[src/rtl/com_bus_arbiter.sv]
`default_nettype none
// ============================================================================
// Module      : com_bus_arbiter
// Description : Round-robin arbiter for the shared cache-wrapper common bus,
//               with one-cycle turnaround between owners and a hold monitor.
// Revision    : 1.0 - initial release
// ============================================================================
module com_bus_arbiter #(
    parameter int MAX_HOLD = 16,
    parameter int HOLD_W   = 5
) (
    input  logic       clk,
    input  logic       rst,
    input  logic [3:0] Com_Bus_Req,
    output logic [3:0] Com_Bus_Gnt,
    output logic [1:0] Bus_Owner,
    output logic       Bus_Busy,
    output logic       Hold_Timeout
);

    typedef enum logic [1:0] {
        ST_IDLE  = 2'd0,
        ST_GRANT = 2'd1,
        ST_TURN  = 2'd2
    } state_t;

    localparam logic [HOLD_W-1:0] C_MAX_HOLD = HOLD_W'(MAX_HOLD);
    localparam logic [HOLD_W-1:0] C_PRE_MAX  = HOLD_W'(MAX_HOLD - 1);
    localparam logic [HOLD_W-1:0] C_ONE      = HOLD_W'(1);

    state_t            r_state;
    state_t            w_state_nxt;
    logic [HOLD_W-1:0] r_hold_cnt;
    logic [HOLD_W-1:0] w_hold_cnt_nxt;
    logic [3:0]        w_gnt_nxt;
    logic [1:0]        w_owner_nxt;
    logic              w_busy_nxt;
    logic              w_timeout_nxt;

    // Round-robin search: rotate requests so the slot after the owner is bit 0
    logic [7:0] w_req_dbl;
    logic [1:0] w_start;
    logic [3:0] w_req_rot;
    logic [1:0] w_off;
    logic [1:0] w_winner;

    assign w_req_dbl = {Com_Bus_Req, Com_Bus_Req};
    assign w_start   = Bus_Owner + 2'd1;
    assign w_req_rot = 4'(w_req_dbl >> w_start);

    always_comb begin
        w_off = 2'd3;
        if (w_req_rot[0])      w_off = 2'd0;
        else if (w_req_rot[1]) w_off = 2'd1;
        else if (w_req_rot[2]) w_off = 2'd2;
    end

    assign w_winner = w_start + w_off;

    always_comb begin
        w_state_nxt    = r_state;
        w_gnt_nxt      = Com_Bus_Gnt;
        w_owner_nxt    = Bus_Owner;
        w_busy_nxt     = Bus_Busy;
        w_timeout_nxt  = 1'b0;
        w_hold_cnt_nxt = r_hold_cnt;
        case (r_state)
            ST_IDLE, ST_TURN: begin
                if (|Com_Bus_Req) begin
                    w_state_nxt    = ST_GRANT;
                    w_gnt_nxt      = 4'b0001 << w_winner;
                    w_owner_nxt    = w_winner;
                    w_busy_nxt     = 1'b1;
                    w_hold_cnt_nxt = C_ONE;
                end else begin
                    w_state_nxt    = ST_IDLE;
                    w_gnt_nxt      = 4'b0000;
                    w_busy_nxt     = 1'b0;
                    w_hold_cnt_nxt = '0;
                end
            end
            ST_GRANT: begin
                if (Com_Bus_Req[Bus_Owner]) begin
                    // Saturating count; the pulse fires only on the step into MAX_HOLD
                    if (r_hold_cnt != C_MAX_HOLD) w_hold_cnt_nxt = r_hold_cnt + C_ONE;
                    w_timeout_nxt = (r_hold_cnt == C_PRE_MAX);
                end else begin
                    w_state_nxt    = ST_TURN;
                    w_gnt_nxt      = 4'b0000;
                    w_busy_nxt     = 1'b0;
                    w_hold_cnt_nxt = '0;
                end
            end
            default: begin
                w_state_nxt    = ST_IDLE;
                w_gnt_nxt      = 4'b0000;
                w_busy_nxt     = 1'b0;
                w_hold_cnt_nxt = '0;
            end
        endcase
    end

    // Owner resets to 3 so the first search starts at core 0
    always_ff @(posedge clk) begin
        if (rst) begin
            r_state      <= ST_IDLE;
            r_hold_cnt   <= '0;
            Com_Bus_Gnt  <= 4'b0000;
            Bus_Owner    <= 2'd3;
            Bus_Busy     <= 1'b0;
            Hold_Timeout <= 1'b0;
        end else begin
            r_state      <= w_state_nxt;
            r_hold_cnt   <= w_hold_cnt_nxt;
            Com_Bus_Gnt  <= w_gnt_nxt;
            Bus_Owner    <= w_owner_nxt;
            Bus_Busy     <= w_busy_nxt;
            Hold_Timeout <= w_timeout_nxt;
        end
    end

endmodule
`default_nettype wire

[config.mk]
export PLATFORM = sky130hd
export DESIGN_NAME = com_bus_arbiter
export DESIGN_NICKNAME = d
export VERILOG_FILES = /design/src/rtl/com_bus_arbiter.sv
export SDC_FILE = /design/constraint.sdc
export NUM_CORES = 1
export LEC_CHECK = 0
export CAP_MARGIN = 20
export CORE_MARGIN = 8
export CORE_UTILIZATION = 35
export DETAILED_ROUTE_END_ITERATION = 8
export SLEW_MARGIN = 20
export SYNTH_ARGS = -nofsm -noshare
export SYNTH_HDL_FRONTEND = slang
export SYNTH_SLANG_ARGS = --single-unit
export TNS_END_PERCENT = 20
[constraint.sdc]
create_clock -name clk -period 2.2 [get_ports clk]
set_clock_uncertainty 0.1 [all_clocks]
set_input_delay 0.44 -clock clk [delete_from_list [all_inputs] [get_ports clk]]
set_output_delay 0.44 -clock clk [all_outputs]
set_load 0.03 [all_outputs]
==> results of run 1 <==
cell usage after synthesis:
master	n	area [um^2]
or2_0	2	12.51
nand4_2	1	12.51
nor2b_1	3	18.77
nor3_1	3	15.01
and3_1	3	18.77
mux4_2	2	45.04
and2_1	1	6.260
dfxtp_1	15	300.3
or3_1	1	6.260
o211ai_1	1	7.510
nand3b_1	1	7.510
nand2b_1	1	6.260
a22o_1	1	8.760
ha_1	4	50.05
o21ai_0	3	15.01
nor4_1	1	6.260
nor2_1	8	30.03
nand3_1	2	10.01
xnor2_1	1	8.760
or2_2	1	6.260
o2bb2ai_1	1	8.760
a221o_1	1	10.01
a21o_1	1	7.510
a21oi_1	7	35.03
o31ai_1	1	7.510
nor3b_1	1	7.510
a32oi_1	2	17.52
a2111oi_2	1	15.01
a211oi_1	1	7.510
xor2_1	2	17.52
nand2_1	7	26.28
clkbuf_1	3	11.26
inv_1	6	22.52
nor4b_1	1	8.760
or2b_1	2	15.01
kinds of logic (layout without fill, tap and decap cells):
logic type	count (synthesis)	in the layout	share of synthesized area [%]
adders and majority gates	4	4	6.183
xor gates and xnor gates	3	3	3.246
muxes	2	2	5.564
DFF	15	15	37.09
buffers and inverters	9	34	4.173
AOI/OAI and AO/OA	20	20	17.31
and+or+nand+nor	39	39	26.43
cells in the final DEF, fill, tap and decap left out, drive strengths merged, types with 2 or more instances in the layout:
cell,Yosys,layout
and3,3,3
dfxtp,15,15
or2,3,3
xor2,2,2
mux4,2,2
buf,0,11
or2b,2,2
nor3,3,3
ha,4,4
o21ai,3,3
dlygate4sd2,0,4
clkdlybuf4s50,0,9
inv,6,6
nand2,7,7
clkbuf,3,4
nand3,2,2
nor2,8,8
nor2b,3,3
a32oi,2,2
a21oi,7,7
worst max path at each step:
stage	end	slack, ns	from
finish	Bus_Owner[0]	0.16	Bus_Owner[0]
global route	Com_Bus_Gnt[3]	0.03	Com_Bus_Req[3]
CTS	Bus_Owner[0]	0.15	Bus_Owner[0]
detailed placement	Com_Bus_Gnt[1]	-0.38	Com_Bus_Req[3]
global placement	Com_Bus_Gnt[3]	-0.36	Com_Bus_Req[0]
floorplan	Com_Bus_Gnt[1]	0.11	Bus_Owner[0]
through the flow:
step | hold slack, ns | setup TNS (ns) | setup WS (ns)
2_1_floorplan | 0.3615 | 0 | 0.1119
3_3_place_gp | 0.3536 | -1.905 | -0.3623
3_5_place_dp | 0.3580 | -1.924 | -0.3784
4_1_cts | 0.3866 | 0 | 0.1451
5_1_grt | 0.3987 | 0 | 0.03219
6_report | 0.3931 | 0 | 0.1553
state kept, by name (all words and copies together), names as in the netlist:
signal        cells
r_state           2
Hold_Timeout      1
Bus_Owner         2
Bus_Busy          1
r_hold_cnt        5
Com_Bus_Gnt       4
layer usage:
metal / routed length [um] / vias up / global-route usage, %
met5: 0 / - / 0
met4: 10 / 0 / 1.635
met3: 126 / 2 / 3.833
met2: 754 / 20 / 12.80
met1: 858 / 340 / 11.38
li1: - / 382 / -
final cells by class:
type	count	area, um^2	area share [%]
multi-input combinational	68	480.5	44.76
sequential	15	301.5	28.09
timing repair buffer	24	207.7	19.35
tap	28	35.03	3.263
clock buffer	4	26.28	2.448
inverter	6	22.52	2.098
timing repair:
action                     CTS  global route
hold endpoints to repair     0             0
resized for setup            5             0
setup endpoints to repair    3             0
power breakdown:
group / internal, uW / leakage, uW / switching, uW / total (uW)
logic: 144 / 0.000294 / 157 / 301
clock network: 70.3 / 0.0000150 / 81.9 / 152
registers: 303 / 0.000123 / 36.7 / 340
==> impl_results.md, run 1 <==
- Status: complete, no violations
- First-pass GRT wire length: 2946 um
- Max Slew Vio Count: 0
- # port buffers: 13
- PD cells: 739.0 mW/mm^2
- Syn-to-layout area delta: 32.61%
- Final setup violation count: 0
- Starting Density: 36.95%
- Hold Vio Cnt, Final: 0
- Vias per cell: 5.131
- Syn Inst Count: 92
- CTS Hold Bufs: 0
- Clk_lat worst skew: 0.28 ns
- GPL Wtd Cong: 0.7641
- 1st-iter DRT viols: 10
- FF-to-FF Start: Bus_Owner[1]
- Nets: 128
- Required time worst endpoint: 1.66 ns
- Max Cap Viol: 0
- CTS Buffer Depth: 2
- FF-to-FF setup slack: 0.17 ns
- Post-synth cell types: 35
- Total wire length: 1749 um
- Vias in the first global route: 667
- Largest net degree at the start of global routing: 10
- # clock sinks: 15
- First drt pass iteration count: 4
- Worst hold path startpoint: Com_Bus_Gnt[2]
- Die Y-Extent: 64.09 um
- CP startpoint kind: flop
- Peak supply drop: 0.3789 mV
- Worst Path Buf+Inv: 1
- CTS tree: yes
- Gr ovfl total: 0
- Critical path class: reg2out
- R2R cell count: 8
- Final Total Pwr: 793.4 uW
- Area after DPL: 0.001047 mm^2
- Cell count of the worst hold path: 1
- Diodes inserted: 0
- Die W: 64.09 um
- # fillers: 213
- Cell total after placement: 141
- Register area share after synthesis: 37.09%
- Delay-heaviest family, CP: buffers and inverters
- Hold endpoint: Com_Bus_Gnt[2]
- GRT Util Overall: 8.637%
- CP cell instances: clkdlybuf4s50_1
- Leakage: 0.0004314 uW
- Reg2reg end: Com_Bus_Gnt[3]
- CTS clk-pin slew, worst paths: 0.09 ns
- Fraction of layout cells with a size suffix above 1: 17.95%
- Final min period: 2.045 ns
- Worst min path class: reg2reg
- CTS buffer count: 3
- Root Driver: clkbuf_4
- H-tree depth: 1
- CP Max Fanout: 8
- Via count: 744
- Worst path slowest cell: clkdlybuf4s50_1
- Non-filler instance count after layout: 145
- RSZ-0062 raised after global routing: no
- Final core occ: 49.00%
- WL/cell: 12.06 um
- Post-CTS setup buffers: 0
- Fin area: 0.001074 mm^2
- Worst rel slew slack: 78.69%
- Syn Area/Cell: 8.799 um^2
- Core area: 0.002191 mm^2
- # rows: 17
- Post-synth net total: 102
- Critical path depth: 1
- DPL Wire Length: 1385 um
- Synthesized cell area: 809.5 um^2
- Number of remaining DRC errors: 0
- Worst-Margin Slew: 0.3172 ns
- I/O Pins: 14
- Synth warn: 0
- Arr. time, crit path: 1.50 ns
- Post-route ant nets: 0
- Die ar.: 0.004108 mm^2
- Fmax: 489.1 MHz
- Fin crit share: 92.94%
- Initial antenna violation count: 0
- FF+latch count, synth: 15
- Max incr delay on CP: 0.73 ns
- CP Capture Type: primary output
(Power assumes the default switching activity.)
==> run 2: changes to the inputs <==
--- a/config.mk
+++ b/config.mk
@@ -5,10 +5,10 @@
 export SDC_FILE = /design/constraint.sdc
 export NUM_CORES = 1
 export LEC_CHECK = 0
-export CAP_MARGIN = 20
 export CORE_MARGIN = 8
 export CORE_UTILIZATION = 35
 export DETAILED_ROUTE_END_ITERATION = 8
+export SETUP_SLACK_MARGIN = 0.15
 export SLEW_MARGIN = 20
 export SYNTH_ARGS = -nofsm -noshare
 export SYNTH_HDL_FRONTEND = slang
==> run 2 against run 1 <==
Sequential power about the same. Cell count stayed put. Die area did not move. First-iteration DRC count increased by 120%. Worst setup slack gained 0.095 ns. Wire length down 0.46%. Power increased by 2.7%. Largest cell class unchanged.
==> impl_results.md, run 2 (synthesis gave the netlist of run 1 again) <==
- Most frequent cells in the layout: dfxtp_1 (13), buf_4 (11), clkdlybuf4s50_1 (9), nor2_1 (8)
- GR Layer Usage met1: 11.32%
- Worst rel slew slack: 75.83%
- RSZ-0062 raised after global routing: no
- Cell mode on critical path: o21ai_1
- # rows: 17
- Diodes inserted: 0
- First drt pass iteration count: 4
- Die Y-Extent: 64.09 um
- WL/cell: 12.01 um
- Die W: 64.09 um
- Setup ws final: 0.2503 ns
- CP Capture Type: flop
- CTS buffer count: 3
- Number of remaining DRC errors: 0
- Root Driver: clkbuf_4
- CTS tree: yes
- 1st-iter DRT viols: 22
- # fillers: 209
- Non-filler instance count after layout: 145
- Final min period: 1.950 ns
- I/O Pins: 14
- Post-place setup slack: -0.3815 ns
- CP cell instances: dlygate4sd2_1 > nand3b_1 > o21ai_1 > a221o_1 > ha_4 > nor3b_2 > buf_4 > a32oi_1 > o21ai_1
- Met2 Resource Use GR: 13.05%
- GPL Wtd Cong: 0.7608
- Fin crit share: 88.62%
- Cell total after placement: 140
- Peak supply drop: 0.4757 mV
- Hold Vio Cnt, Final: 0
- Max Slew Vio Count: 0
- Top Usage Layer GRT: met2
- Worst path slowest cell: a221o_1
- Syn-to-layout area delta: 33.85%
- # port buffers: 13
- Initial antenna violation count: 0
- Starting Density: 36.95%
- Nets: 128
- Leakage: 0.0004294 uW
- Worst min path class: reg2reg
- CTS Buffer Depth: 2
- Arr. time, crit path: 2.02 ns
- Most common cell after layout, fill and taps aside: dfxtp_1
- Worst-Margin Slew: 0.3598 ns
- Largest net degree at the start of global routing: 10
- Gr ovfl total: 0
- First-pass GRT wire length: 3015 um
- CP startpoint kind: input pin
- Biggest registers after layout: r_hold_cnt (5), Com_Bus_Gnt (4)
- Vias per cell: 4.993
- Via count: 724
- PD cells: 751.7 mW/mm^2
- Required time worst endpoint: 2.27 ns
- Status: complete, no violations
- H-tree depth: 1
- GRT Util Overall: 8.728%
- Clk_lat worst skew: 0.27 ns
- CP Max Fanout: 5
- # clock sinks: 15
- Max incr delay on CP: 0.36 ns
- Met3 usage: 4.007%
- Fraction of layout cells with a size suffix above 1: 23.08%
- Post-route ant nets: 0
- Die ar.: 0.004108 mm^2
- Critical path class: in2reg
- Max Cap Viol: 0
- Total wire length: 1741 um
- Core area: 0.002191 mm^2
- Final core occ: 49.46%
- Vias in the first global route: 694
- Max FFs per register: 5
- Setup TNS: 0 ns
- CTS clk-pin slew, worst paths: 0.08 ns
- DPL Wire Length: 1320 um
- Largest reg by FF count: r_hold_cnt
- Final setup violation count: 0
- Fmax: 512.9 MHz
[run 2: timing repair]
action                                 in CTS  in global routing
endpoints found under the hold margin       0                  0
hold buffers                                0                  0
gates resized for setup                     6                 11
buffers inserted                            0                  1
cloned                                      0                  0
pin swaps                                   0                  3
setup endpoints to repair                   6                  4
[run 2: where the power goes]
part	switching [uW]	internal [uW]
logic	167	158
clock network	80.7	70.2
registers	33.0	305
total	281	534
[run 2: worst max-delay path, delay by kind of cell]
kind	cells	cell delay (ns)
and+or+nand+nor	2	0.24
adders and majority gates	1	0.23
AOI/OAI and AO/OA	4	0.69
buffers and inverters	2	0.43
[run 2: worst paths after layout]
check	from	endpoint	slack, ns	depth (start not counted)
max	Com_Bus_Req[1]	Com_Bus_Gnt[3]	0.25	9
min	Com_Bus_Gnt[2]	Com_Bus_Gnt[2]	0.37	1
max reg2reg	Bus_Owner[1]	Com_Bus_Gnt[3]	0.27	8
min reg2reg	Com_Bus_Gnt[2]	Com_Bus_Gnt[2]	0.37	1
[run 2: layout make-up]
cell class / count / area (um^2) / area share [%]
multi-input combinational: 68 / 498.0 / 45.96
sequential: 15 / 305.3 / 28.18
timing repair buffer: 24 / 196.4 / 18.13
tap: 28 / 35.03 / 3.233
clock buffer: 4 / 26.28 / 2.425
inverter: 6 / 22.52 / 2.079
[run 2: metrics by stage]
| stage | cell area, um^2 | power, uW | hold WS, ns |
|---|---|---|---|
| 3_5_place_dp | 1041 | 644.3 | 0.3475 |
| 5_1_grt | 1084 | 870.1 | 0.4086 |
| 4_1_cts | 1067 | 798.0 | 0.3795 |
| 3_3_place_gp | 1041 | 643.2 | 0.3506 |
| 6_report | 1084 | 814.5 | 0.3721 |
| 2_1_floorplan | 812.0 | 523.8 | 0.3615 |
[run 2: per-layer routing]
metal | routed length, um | vias up | share of wire [%]
li1 | - | 381 | -
met1 | 853 | 328 | 49
met2 | 780 | 13 | 45
met3 | 97 | 2 | 5.6
met4 | 9 | 0 | 0.52
met5 | 0 | - | 0
